**src/rtl/regfile_pkg.sv**
```systemverilog
// Shared sizing helpers and the per-port read request layout for the sliced register file.
package regfile_pkg;

    // Defaults for the rjsc5 datapath
    localparam int unsigned DEF_XLEN   = 32;
    localparam int unsigned DEF_NSLICE = 2;
    localparam int unsigned DEF_NREGS  = 32;
    localparam int unsigned DEF_NREAD  = 2;

    // Request fields are sized for the largest supported configuration
    localparam int unsigned REQ_AW = 8;
    localparam int unsigned REQ_LW = 4;

    function automatic int unsigned sw_of(input int unsigned xlen, input int unsigned nslice);
        return xlen / nslice;
    endfunction

    function automatic int unsigned aw_of(input int unsigned nregs);
        return $clog2(nregs);
    endfunction

    function automatic int unsigned lw_of(input int unsigned nslice);
        return $clog2(nslice);
    endfunction

    typedef struct packed {
        logic [REQ_AW-1:0] rs;
        logic [REQ_LW-1:0] slice;
    } rd_req_t;

endpackage

```
**src/rtl/regfile_scoreboard.sv**
```systemverilog
// Pending-writeback scoreboard: one bit per register, set at issue, cleared by the last slice.
module regfile_scoreboard
    import regfile_pkg::*;
#(
    parameter int unsigned NREGS = DEF_NREGS,
    parameter int unsigned NREAD = DEF_NREAD,
    localparam int unsigned AW   = aw_of(NREGS)
) (
    input  logic                      clk,
    input  logic                      reset,
    input  logic                      clr_en,
    input  logic [AW-1:0]             clr_rd,
    input  logic                      set_en,
    input  logic [AW-1:0]             set_rd,
    input  logic [NREAD-1:0][AW-1:0]  look_rs,
    output logic [NREAD-1:0]          look_pend_c
);

    logic [NREGS-1:0] pending_q;
    logic [NREGS-1:0] pending_d;

    // Set after clear so a same-cycle issue owns the register
    always_comb begin
        pending_d = pending_q;
        if (clr_en && (clr_rd != '0)) begin
            pending_d[clr_rd] = 1'b0;
        end
        if (set_en && (set_rd != '0)) begin
            pending_d[set_rd] = 1'b1;
        end
        pending_d[0] = 1'b0;
    end

    always_ff @(posedge clk) begin
        if (!reset) begin
            pending_q <= '0;
        end else begin
            pending_q <= pending_d;
        end
    end

    // A completing writeback is forwarded to readers; a same-cycle issue is not
    always_comb begin
        look_pend_c = '0;
        for (int unsigned p = 0; p < NREAD; p++) begin
            look_pend_c[p] = pending_q[look_rs[p]] & ~(clr_en && (clr_rd == look_rs[p]));
        end
    end

endmodule

```
**src/rtl/regfile_sliced.sv**
```systemverilog
// Sliced register file: one slice written per cycle, NREAD registered operand ports with bypass.
module regfile_sliced
    import regfile_pkg::*;
#(
    parameter int unsigned XLEN   = DEF_XLEN,
    parameter int unsigned NSLICE = DEF_NSLICE,
    parameter int unsigned NREGS  = DEF_NREGS,
    parameter int unsigned NREAD  = DEF_NREAD,
    localparam int unsigned SW    = sw_of(XLEN, NSLICE),
    localparam int unsigned AW    = aw_of(NREGS),
    localparam int unsigned LW    = lw_of(NSLICE)
) (
    input  logic                      clk,
    input  logic                      reset,
    input  logic                      rw_clken,
    input  logic [LW-1:0]             rw_slice,
    input  logic                      rw_last,
    input  logic [AW-1:0]             rw_rd,
    input  logic [SW-1:0]             rw_result,
    input  logic                      ex_clken,
    input  logic [NREAD-1:0][AW-1:0]  de_rs,
    input  logic [NREAD-1:0][LW-1:0]  de_slice,
    input  logic                      de_issue,
    input  logic [AW-1:0]             de_rd,
    output logic [NREAD-1:0][SW-1:0]  ex_src,
    output logic [NREAD-1:0]          ex_pending
);

    logic [SW-1:0] mem_q [NREGS][NSLICE];

    rd_req_t [NREAD-1:0]         req_c;
    logic    [NREAD-1:0][AW-1:0] look_rs_c;
    logic    [NREAD-1:0][SW-1:0] rd_data_c;
    logic    [NREAD-1:0]         sb_pend_c;
    logic                        wr_en_c;

    logic [NREAD-1:0][SW-1:0]    ex_src_q;
    logic [NREAD-1:0][SW-1:0]    ex_src_d;
    logic [NREAD-1:0]            ex_pending_q;
    logic [NREAD-1:0]            ex_pending_d;

    assign wr_en_c = rw_clken && (rw_rd != '0);

    // Array write; contents deliberately not reset so the array maps onto RAM
    always_ff @(posedge clk) begin
        if (reset && wr_en_c) begin
            mem_q[rw_rd][rw_slice] <= rw_result;
        end
    end

    // Per-port read with r0 forced to zero and same-slice write bypass
    always_comb begin
        req_c     = '0;
        look_rs_c = '0;
        rd_data_c = '0;
        for (int unsigned p = 0; p < NREAD; p++) begin
            req_c[p].rs    = REQ_AW'(de_rs[p]);
            req_c[p].slice = REQ_LW'(de_slice[p]);
            look_rs_c[p]   = AW'(req_c[p].rs);
            if (req_c[p].rs == '0) begin
                rd_data_c[p] = '0;
            end else if (wr_en_c && (req_c[p].rs == REQ_AW'(rw_rd))
                         && (req_c[p].slice == REQ_LW'(rw_slice))) begin
                rd_data_c[p] = rw_result;
            end else begin
                rd_data_c[p] = mem_q[AW'(req_c[p].rs)][LW'(req_c[p].slice)];
            end
        end
    end

    regfile_scoreboard #(
        .NREGS (NREGS),
        .NREAD (NREAD)
    ) u_scoreboard (
        .clk         (clk),
        .reset       (reset),
        .clr_en      (rw_clken && rw_last),
        .clr_rd      (rw_rd),
        .set_en      (ex_clken && de_issue),
        .set_rd      (de_rd),
        .look_rs     (look_rs_c),
        .look_pend_c (sb_pend_c)
    );

    always_comb begin
        ex_src_d     = ex_src_q;
        ex_pending_d = ex_pending_q;
        if (ex_clken) begin
            ex_src_d     = rd_data_c;
            ex_pending_d = sb_pend_c;
        end
    end

    always_ff @(posedge clk) begin
        if (!reset) begin
            ex_src_q     <= '0;
            ex_pending_q <= '0;
        end else begin
            ex_src_q     <= ex_src_d;
            ex_pending_q <= ex_pending_d;
        end
    end

    assign ex_src     = ex_src_q;
    assign ex_pending = ex_pending_q;

endmodule

```
**config.mk**
```make
export PLATFORM = sky130hd
export DESIGN_NAME = regfile_sliced
export DESIGN_NICKNAME = d
export VERILOG_FILES = /design/src/rtl/regfile_pkg.sv /design/src/rtl/regfile_scoreboard.sv /design/src/rtl/regfile_sliced.sv
export SDC_FILE = /design/constraint.sdc
export NUM_CORES = 2
export LEC_CHECK = 0
export CAP_MARGIN = 0
export CORE_MARGIN = 5
export CORE_UTILIZATION = 58
export CTS_BUF_LIST = sky130_fd_sc_hd__clkbuf_4 sky130_fd_sc_hd__clkbuf_8 sky130_fd_sc_hd__clkbuf_16
export DETAILED_ROUTE_END_ITERATION = 7
export PLACE_DENSITY = 0.75
export SLEW_MARGIN = 30
export SYNTH_ARGS = -nofsm -noshare
export SYNTH_HDL_FRONTEND = slang
export SYNTH_SLANG_ARGS = --single-unit
```
**constraint.sdc**
```tcl
create_clock -name clk -period 3.3 [get_ports clk]
set_input_delay 0.66 -clock clk [delete_from_list [all_inputs] [get_ports clk]]
set_output_delay 0.66 -clock clk [all_outputs]
set_load 0.03 [all_outputs]
```
==> run metrics <==
status=completed; Synth cell types=59; die height=308 µm; sequential share of power=49.1%; Ys Warns=0; Crit Path Category=input port to flop; worst path bufs/invs=4; combinational share of power=10.3%; setup violators final=0; Max VDD drop=0.404 mV; hold path cells=1; CP max-delay cell=clkdlybuf4s50_1; DRT Pass-1 Iters=7; dominant synthesized flop cell=edfxtp_1; EDFF count, synth=1024; Worst path top cell family by delay=buffers and inverters; final core utilization=68.1%; first-pass GRT wire length=233 mm; die area=94600 µm²; main area contributors after synthesis=edfxtp_1, mux4_2, mux2i_1; core footprint=88100 µm²; pin count of the biggest net entering global routing=68; CTS clk-pin slew, worst paths=0.06 ns; final clock skew=0.0415 ns; switching power=7.27 mW; htree depth=3; Setup Fix Bufs, Post-CTS=0; r2r startpoint=mem_q[15][13]; DRC viols=0; global route overflow=0; Cell Chain, Critical Path=clkdlybuf4s50_1, buf_4, nor2b_2, buf_12, a22oi_1, nand2_1, buf_4, a32oi_1, o221ai_1, and3_1; number of synthesized register bits=1089; worst hold path endpoint=mem_q[23][17]; Worst Path Required=3.88 ns; crit path max fanout=28; Int Power=23.9 mW; Mapped Area=51400 µm²; Final ANT Viol Nets=0; clk_lat worst skew=0.69 ns; area occupied by multi-input gates=18300 µm²; Pleak=20.3 nW; pre-CTS WS=-0.0378 ns; DR WL/cell=35.5 µm; Tmin final=2.78 ns; Worst Max-Slew Pin Slew=1.05 ns; DP HPWL=107 mm; GRT Overall Usage=34.0%; Synth top area share=59.9%; Clock power frac=40.6%; worst hold start=rw_result[1]; number of inserted diodes=0; Fmax=360 MHz; Max-Cap Viols=0; final hold vios=0; initial antenna violation count=13; most common cell after layout, fill and taps aside=edfxtp_1; row count=109; number of global-route vias before repair=33300; Final #Nets=3356; sequential element share of the synthesized area=62.4%; number of I/O pins=79; Sink Count=1089; Die Wd=308 µm; DR iter-0 viols=5454; async set-reset flop share out of synthesis=0%; Hold Path Class=input port to flop; CP Capture Type=flop; CTS buffer count=107; Register Area=32100 µm²; Final Max Slew Viols=0; CTS root buf=clkbuf_16; Vias/cell=7.28; switch share=23.4%; Syn Area/Cell=17.0 µm²; Setup WS post-layout=0.519 ns; RD Place Congestion=0.948; Syn Inst Count=3030; reg-to-reg setup timing slack=0.85 ns; RSZ-0062 raised after global routing=no; CTS Hold Bufs=0; Synth area leader=edfxtp_1; CTS resizes=0; CTS tree=done; commonest non-fill, non-tap cells in the layout=edfxtp_1, mux4_2, mux2i_1, buf_4, a22oi_1; Reg2Reg Capture Point=ex_src[29]; port buffer count=78; Register-to-Register Path Depth=7; Worst path max stage delay=0.71 ns; Max Buffers Root-to-Sink=3; startpoint class of the critical path=input port; most used cell along the critical path=buf_4; Rel. slew slack=29.9%; routed wire length=162 mm; final worst path period share=84.3%; Power per Cell Area=519 nW/µm²; Synth-to-Final Area Change=16.8%; DR vias=33300; CP arrival=3.36 ns; # fillers=5675; Initial Util=58.3%; fraction of layout cells with a size suffix above 1=28.7%
## cell families after synthesis
family / after synthesis / share of synthesized area, %
XOR/XNOR: 12 / 0.205
buffers and inverters: 284 / 2.54
AND/OR/NAND/NOR: 424 / 3.75
flip-flops: 1089 / 62.4
other: 1 / 0.00730
multiplexers: 726 / 24.2
AO/OA/AOI/OAI: 494 / 6.93
## state kept, by name, summed over array words and instances (netlist names)
register                count
ex_pending                  2
mem_q                    1024
ex_src                     32
u_scoreboard.pending_q     31
## worst reg2reg max path: stages, from the launching register on
cell and delay (ns):
edfxtp_1 0.38, mux4_2 0.47, a22oi_1 0.32, nand2_1 0.28
buf_4 0.22, a32oi_1 0.33, o221ai_1 0.16, and3_1 0.20
## layer usage
| metal | up-vias | global-route usage (%) | part of all wire (%) |
|---|---|---|---|
| met2 | 2609 | 51.3 | 46 |
| li1 | 13200 | - | - |
| met4 | 18 | 12.3 | 4.3 |
| met3 | 416 | 11.0 | 15 |
| met5 | - | 0 | 0.071 |
| met1 | 17000 | 47.4 | 35 |
## worst max-delay path by stage
stage / start / to / depth (start not counted)
floorplan: rw_rd[2] / mem_q[1][0] / 6
CTS: rw_rd[4] / mem_q[20][16] / 6
global route: de_rs[0] / ex_src[15] / 10
detailed placement: de_rs[8] / ex_src[29] / 10
global placement: rw_rd[4] / mem_q[14][22] / 6
finish: de_rs[8] / ex_src[29] / 10
## cell usage after synthesis, drive strengths merged, types with 4 or more instances
| cell type | count |
|---|---|
| edfxtp | 1024 |
| mux4 | 402 |
| mux2i | 287 |
| a22oi | 153 |
| nand2 | 152 |
| nor2 | 151 |
| buf | 138 |
| o22ai | 124 |
| clkbuf | 117 |
| dfxtp | 65 |
| o21ai | 63 |
| mux2 | 37 |
| a21boi | 33 |
| and3 | 31 |
| o32a | 30 |
| inv | 29 |
| o221ai | 27 |
| a32oi | 26 |
| nor2b | 15 |
| or3 | 14 |
| or4 | 12 |
| a21oi | 10 |
| nand3 | 10 |
| xor2 | 8 |
| nand2b | 7 |
| a22o | 6 |
| nor3 | 6 |
| nor3b | 5 |
| and2 | 4 |
| nand4 | 4 |
| o21bai | 4 |
| o311a | 4 |
| o31a | 4 |
| xnor2 | 4 |
## power groups by stage
stage                     logic [mW]  registers [mW]  clock network [mW]
after floorplan                 1.60            15.6                   0
after global placement          3.05            15.6                   0
after detailed placement        3.11            15.6                   0
after CTS                       3.12            15.3                12.7
after global routing            3.29            15.3                13.3
final                           3.20            15.3                12.6
## cell type report
type	instances	share of cell area (%)
flip-flops and latches	1089	53.4
repair buffers	396	7.50
multi-input cells	1688	30.4
clock inverters	76	1.28
clock buffers	125	4.78
well taps	1165	2.43
inverters	29	0.181
## through the flow
stage          instance area (µm²)  hold WS, ns  power (mW)  setup TNS [ns]  instances
6_report                     60000        0.428        31.1               0       4568
5_1_grt                      60000        0.402        31.9               0       4568
4_1_cts                      60000        0.391        31.1               0       4568
3_5_place_dp                 56400        0.486        18.7          -0.397       4367
3_3_place_gp                 56300        0.477        18.6          -12.68       4367
2_1_floorplan                51500        0.459        17.2               0       3061
(Power assumes the default switching activity.)
